### src/rtl/order_budget_gate.sv
// order_budget_gate: checks each order quantity against a running 4-bit budget,
// debits the budget on accept, and reports the decision on a valid/ready channel.
// A run of consecutive rejects locks the gate until it is explicitly released.
module order_budget_gate #(
    parameter int unsigned REJECT_LOCK = 3
) (
    input  logic       clk,
    input  logic       rst,
    input  logic       cfg_load,
    input  logic [3:0] cfg_budget,
    input  logic       in_valid,
    output logic       in_ready,
    input  logic [3:0] in_qty,
    output logic       out_valid,
    input  logic       out_ready,
    output logic       out_accept,
    output logic [3:0] out_remaining,
    output logic       locked,
    input  logic       unlock
);

    typedef enum logic [1:0] {
        IDLE   = 2'd0,
        CHECK  = 2'd1,
        RESP   = 2'd2,
        LOCKED = 2'd3
    } state_t;

    // Lockout threshold narrowed to the reject counter width.
    localparam logic [3:0] LOCK_TH = 4'(REJECT_LOCK);

    state_t     state_q, state_d;
    logic [3:0] budget_q, budget_d;
    logic [3:0] qty_q, qty_d;
    logic [3:0] rej_cnt_q, rej_cnt_d;
    logic       out_accept_q, out_accept_d;
    logic [3:0] out_remaining_q, out_remaining_d;

    logic [4:0] sub_res;
    logic [3:0] diff;
    logic       borrow;
    logic       accept;

    // Unsigned subtraction with the borrow returned in the top bit.
    function automatic logic [4:0] sub_borrow(input logic [3:0] a, input logic [3:0] b);
        return {1'b0, a} - {1'b0, b};
    endfunction

    // Reject counter increment that saturates at its maximum instead of wrapping.
    function automatic logic [3:0] sat_inc(input logic [3:0] v);
        return (v == 4'hF) ? v : v + 4'd1;
    endfunction

    // Budget check: an order is accepted only if it is non-zero and fits the budget.
    always_comb begin
        sub_res = sub_borrow(budget_q, qty_q);
        diff    = sub_res[3:0];
        borrow  = sub_res[4];
        accept  = !borrow && (qty_q != 4'd0);
    end

    // Handshake and status outputs decoded from the registered state.
    always_comb begin
        in_ready      = (state_q == IDLE) && !cfg_load && !rst;
        out_valid     = (state_q == RESP);
        locked        = (state_q == LOCKED);
        out_accept    = out_accept_q;
        out_remaining = out_remaining_q;
    end

    // Next-state and register-update logic for the order FSM.
    always_comb begin
        state_d         = state_q;
        budget_d        = budget_q;
        qty_d           = qty_q;
        rej_cnt_d       = rej_cnt_q;
        out_accept_d    = out_accept_q;
        out_remaining_d = out_remaining_q;

        case (state_q)
            IDLE: begin
                // A configuration load wins over an order offered in the same cycle.
                if (cfg_load) begin
                    budget_d = cfg_budget;
                end else if (in_valid) begin
                    qty_d   = in_qty;
                    state_d = CHECK;
                end
            end
            CHECK: begin
                if (accept) begin
                    budget_d        = diff;
                    rej_cnt_d       = 4'd0;
                    out_accept_d    = 1'b1;
                    out_remaining_d = diff;
                end else begin
                    rej_cnt_d       = sat_inc(rej_cnt_q);
                    out_accept_d    = 1'b0;
                    out_remaining_d = budget_q;
                end
                state_d = RESP;
            end
            RESP: begin
                // Decision is held until the consumer takes it.
                if (out_ready) begin
                    state_d = (rej_cnt_q >= LOCK_TH) ? LOCKED : IDLE;
                end
            end
            LOCKED: begin
                // Budget may be reprogrammed while locked; unlock releases independently.
                if (cfg_load) begin
                    budget_d = cfg_budget;
                end
                if (unlock) begin
                    rej_cnt_d = 4'd0;
                    state_d   = IDLE;
                end
            end
            default: begin
                state_d = IDLE;
            end
        endcase
    end

    // State and datapath registers with synchronous reset.
    always_ff @(posedge clk) begin
        if (rst) begin
            state_q         <= IDLE;
            budget_q        <= 4'd0;
            qty_q           <= 4'd0;
            rej_cnt_q       <= 4'd0;
            out_accept_q    <= 1'b0;
            out_remaining_q <= 4'd0;
        end else begin
            state_q         <= state_d;
            budget_q        <= budget_d;
            qty_q           <= qty_d;
            rej_cnt_q       <= rej_cnt_d;
            out_accept_q    <= out_accept_d;
            out_remaining_q <= out_remaining_d;
        end
    end

endmodule

### config.mk
export PLATFORM = sky130hd
export DESIGN_NAME = order_budget_gate
export DESIGN_NICKNAME = d
export VERILOG_FILES = /design/src/rtl/order_budget_gate.sv
export SDC_FILE = /design/constraint.sdc
export NUM_CORES = 1
export LEC_CHECK = 0
export CORE_ASPECT_RATIO = 2
export CORE_UTILIZATION = 41
export DETAILED_ROUTE_END_ITERATION = 8
export GPL_ROUTABILITY_DRIVEN = 0
export PLACE_DENSITY = 0.65
export SKIP_CTS_REPAIR_TIMING = 1
export SYNTH_ARGS = -nofsm -noshare
export SYNTH_HDL_FRONTEND = slang
export SYNTH_SLANG_ARGS = --single-unit
### constraint.sdc
create_clock -name clk -period 2.2 [get_ports clk]
set_input_delay 0.44 -clock clk [delete_from_list [all_inputs] [get_ports clk]]
set_output_delay 0.44 -clock clk [all_outputs]
set_load 0.02 [all_outputs]
**Word-level counts from Yosys, hierarchy flattened**

Index checks and enable logic that the tools add are counted.

- Logic and storage cells: 49
- Flip-flop bits (word level): 19
- Input bits: 14
- Output and inout bits: 8

- Equality and inequality tests: 10
- Bitwise logic cells: 1
- Muxes and demuxes: 14
- Magnitude comparators: 1
- Add/sub/neg operators: 2
- Reductions and logical operators: 15

Operators with widths:

| kind | count |
|---|---|
| two-way mux 4 bit | 5 |
| one-hot mux 4 bit (2 select lines) | 2 |
| two-way mux 2 bit | 5 |
| one-hot mux 2 bit (4 select lines) | 1 |
| inequality test 2 x 1 -> 1 bit (second input constant) | 3 |
| AND reduction 3 bit | 2 |
| subtractor 4 x 4 -> 5 bit | 1 |
| adder 4 x 1 -> 4 bit (second input constant) | 1 |
| == test 2 bit (second input constant) | 2 |
| == test 4 bit (second input constant) | 1 |
| >= comparator 4 x 2 -> 1 bit (second input constant) | 1 |
| inequality test 2 bit (second input constant) | 2 |
| AND reduction 4 bit | 1 |
| nonzero test 2 bit | 2 |
| nonzero test 4 bit | 1 |
| logical AND 1 bit | 3 |
| logical NOT 1 bit | 3 |
| inequality test 3 bit (second input constant) | 1 |
| == test 2 x 1 -> 1 bit (second input constant) | 1 |
| logical NOT 2 bit | 1 |
| AND reduction 2 bit | 1 |
| OR reduction 2 bit | 1 |
| two-way mux 1 bit | 1 |
| inverter 1 bit | 1 |

**Longest topological paths before layout**

- Word-level depth: 5
- Gate-level depth with buffers: 9
- Gate-level depth less buffers: 8

**Worst setup path after synthesis**

Ideal clock, no wire load.

- Kind: register -> register
- Start: reg budget_q[0]
- End: reg rej_cnt_q[0]
- Library setup time: 0.070 ns
- Path slack: 0.338 ns
- Clock period less this slack: 1.862 ns
- Data required time: 2.130 ns
- Arrival: 1.792 ns
- Cell stages (with the launch flop): 10
- Path buffers: 1
- Path through: dfxtp_1 inv_1 ha_1 inv_1 fa_1 and3_1 o21a_1 buf_6 nor4_4 o2bb2ai_1

- Cells in the longest elaborated chain, start to end: 5
- Elaborated cells on any way between the ends: 7
- Those cells by class: add/sub: 1; eq/ne: 1; mux: 2; reduce/logical: 3

RTL lines:

| item | line | RTL |
|---|---|---|
| start: declaration | 33 | `logic [3:0] budget_q, budget_d;` |
| start signal: assignment | 136 | `budget_q <= budget_d;` |
| subtractor 4 x 4 -> 5 bit (*) | 46 | `return {1'b0, a} - {1'b0, b};` |
| logical NOT 1 bit (*) | 59 | `accept = !borrow && (qty_q != 4'd0);` |
| logical AND 1 bit (*) | 59 |  |
| inequality test 3 bit (no line) / two-way mux 4 bit (equally long branches) | -- |  |
| AND reduction 3 bit (no line) / one-hot mux 4 bit (2 select lines) (equally long branches) | -- |  |
| end signal: assignment | 138 | `rej_cnt_q <= rej_cnt_d;` |
| end: declaration | 35 | `logic [3:0] rej_cnt_q, rej_cnt_d;` |

Every way passes the cells marked *; elsewhere a longest branch is shown, timed or not.
A chain may end at the register's enable or synchronous reset.

**Worst setup path after layout**

- Start: reg state_q[0]
- End: out locked

- Cells in the longest elaborated chain, start to end: 1

RTL lines:

| item | line | RTL |
|---|---|---|
| start: declaration | 32 | `state_t state_q, state_d;` |
| start signal: assignment | 135 | `state_q <= state_d;` |
| == test 2 bit | 66 | `locked = (state_q == LOCKED);` |
| end: declaration | 18 | `output logic locked,` |

Every way passes these cells.

==> metrics.md <==
| Metric | Value |
|---|---|
| WP data arrival | `1610 ps` |
| CTS tree | `built` |
| Status | `finished clean` |
| Global route total overflow | `0` |
| Max-Cap Viols | `0` |
| Synth async-reset ratio | `0%` |
| Xor/xnor share of the synthesized area | `1.51%` |
| First-pass GRT wire length | `4620 um` |
| Fill count | `269` |
| Crit. End Element | `output pin` |
| Synthesized area | `1160 sq um` |
| Gate power share | `49.5%` |
| VDD IR max | `486 uV` |
| Synth Area in Simple Gates | `21.1%` |
| Util after Layout | `53.6%` |
| Worst reg-to-reg path cell count | `8` |
| Clock power share | `17.1%` |
| Synth Flop Type | `dfxtp_1` |
| Mux share of post-synthesis cell area | `6.03%` |
| Die area | `3060 sq um` |
| RSZ-0062 raised after global routing | `no` |
| Tot GR Track Use | `21.8%` |
| Worst Hold Class | `flip-flop to flip-flop` |
| Flops & latches, synth | `19` |
| Layout cells sized above 1 | `7.98%` |
| Post-layout min period | `2050 ps` |
| Register area | `380 sq um` |
| Main combinational cell family by area after synthesis | `compound AO/OA/AOI/OAI gates` |
| DRT iter0 DRCs | `20` |
| Crit-path max cell delay | `630 ps` |
| Synth Area in Compound Gates | `21.1%` |
| Sequential share of power | `33.4%` |
| CTS max path bufs | `2` |
| H-Tree Depth | `1` |
| Seq/Total Area, Yosys | `32.7%` |
| Largest cells by area after synthesis | `dfxtp_1 (33%), ha_1 (9.7%), mux2i_1 (6.0%), nand2_1 (5.5%), inv_1 (4.2%)` |
| Crit path max-delay cell type | `clkdlybuf4s50_1` |
| Synth cell types | `39` |
| Sw Ratio | `40.8%` |
| F_max | `488 MHz` |
| Clock insertion delay at the later pin of the skew report | `260 ps` |
| N_diodes | `0` |
| Final setup violation count | `0` |
| Final hold vios | `0` |
| Yosys top cell area share | `32.7%` |
| Final #Nets | `188` |
| Critical path type | `flip-flop to output pin` |
| Worst Path Required | `1760 ps` |
| Drt wl/cell | `15.2 um` |
| IO Pins | `22` |
| DRC | `0` |
| Largest net degree at the start of global routing | `13` |
| Number of flops mapped to enable cells by yosys | `0` |
| Crit-path cells | `ha_2 > clkdlybuf4s50_1` |
| Sw power | `596 uW` |
| Count leader, synth | `dfxtp_1` |
| Fin cells | `192` |
| P_leak | `0.620 nW` |
| Worst hold slack | `456 ps` |
| WL met3 | `75 um` |
| Area Growth Syn to Fin | `26.3%` |
| Max layer used | `met4` |
| Tot Pwr | `1.46 mW` |
| Crit-path max FO | `7` |
| PwrDens | `994 nW/um^2` |
| Row count | `27` |
| Post-route clock skew | `4.42 ps` |
| Syn Nets | `162` |
| Rel. slew slack | `65.2%` |
| Die height | `77.3 um` |
| Standard cell core area | `2740 sq um` |
| Most common library cells after synthesis | `dfxtp_1 (19), nand2_1 (17), inv_1 (13)` |
| DPL Wire Length | `2330 um` |
| Number of buffers created by CTS | `3` |
| Initial antenna violation count | `0` |
| Startpoint types | `flip-flop` |
| Max-slew violations | `0` |
| Hold Path Depth | `2` |
| Drt first pass iters | `4` |
| Clock transition at path regs | `70 ps` |
| Die Width | `39.7 um` |
| Period utilization | `93.2%` |
| Leading area contributor after synthesis | `dfxtp_1` |
| Initial core utilization | `42.5%` |
| P_int | `864 uW` |
| DR vias | `1076` |
| Area of the multi-input gates | `714 sq um` |
| Placed cell count | `188` |
| Synth warn | `0` |
| Vias per cell | `5.60` |
| Met1 WL | `1030 um` |
| ANT nets after route | `0` |
| Root buf cell | `clkbuf_8` |
| Sink Count | `19` |
| Adder-Cell Fraction of Synth Area | `11.4%` |
| Total wire length | `2910 um` |
| WL met2 | `1710 um` |
| Mapped Cells | `138` |
| Worst Tran Pin Value | `523 ps` |
| Number of global-route vias before repair | `1047` |
| IO Port Bufs | `21` |
| Avg Cell Area, Syn | `8.42 sq um` |
-- critical path, delay by kind of cell (launching register included) --
kind	cells	cell delay, ps
DFF	1	400
adders and majority gates	1	310
buffers and inverters	1	630
-- per-stage QoR --
stage,setup WS [ps],instance area [sq um],setup TNS (ps)
floorplan,338,1160,0
global placement,82.2,1420,0
detailed placement,80.2,1420,0
CTS,-12.9,1460,-12.9
global route,51.6,1470,0
finish,149,1470,0
-- layout make-up --
cell class	instances	area share (%)
Sequential cell	19	25.9
Multi-Input combinational cell	102	48.7
Clock buffer	4	3.07
Tap cell	29	2.47
Timing Repair Buffer	25	16.5
Inverter	13	3.32
-- power by group through the flow --
stage	Sequential [mW]	Combinational, mW	Clock [mW]
2_1_floorplan	0.504	0.496	0
3_3_place_gp	0.491	0.709	0
5_1_grt	0.501	0.799	0.264
6_report	0.487	0.723	0.249
4_1_cts	0.488	0.726	0.255
3_5_place_dp	0.497	0.723	0
-- cell families after synthesis --
kind of cell	after synthesis
simple gates	47
compound gates	36
flops	19
buf+inv	17
fa+ha+maj	10
mux	7
xor+xnor	2
-- cells in the final DEF, fill, tap and decap left out, drive strengths merged, types with 7 or more instances in the layout --
cell type and count:
clkdlybuf4s50 20, nor2 12, nand2 17, o21ai 7
a21oi 7, ha 9, dfxtp 19, mux2i 7
inv 13
-- state kept, by name (all words and copies together), names as in the netlist --
signal         cells
budget_q           4
out_remaining      4
qty_q              4
rej_cnt_q          4
state_q            2
out_accept         1
-- metal layers --
layer,vias up,global-route usage (%)
met3,7,1.73
met5,-,0
met2,24,40.8
met1,496,20.9
met4,0,11.0
li1,549,-
-- worst paths after layout --
check,start,endpoint,slack (ps)
max,state_q[0]$_SDFFE_PP0P_,locked,150
min,out_remaining[0]$_SDFFE_PP0P_,out_remaining[0]$_SDFFE_PP0P_,460
max reg2reg,budget_q[0]$_SDFFE_PP0P_,rej_cnt_q[1]$_SDFFE_PP0P_,170
min reg2reg,out_remaining[0]$_SDFFE_PP0P_,out_remaining[0]$_SDFFE_PP0P_,460
Note: power is estimated with default switching activity, not from simulation.
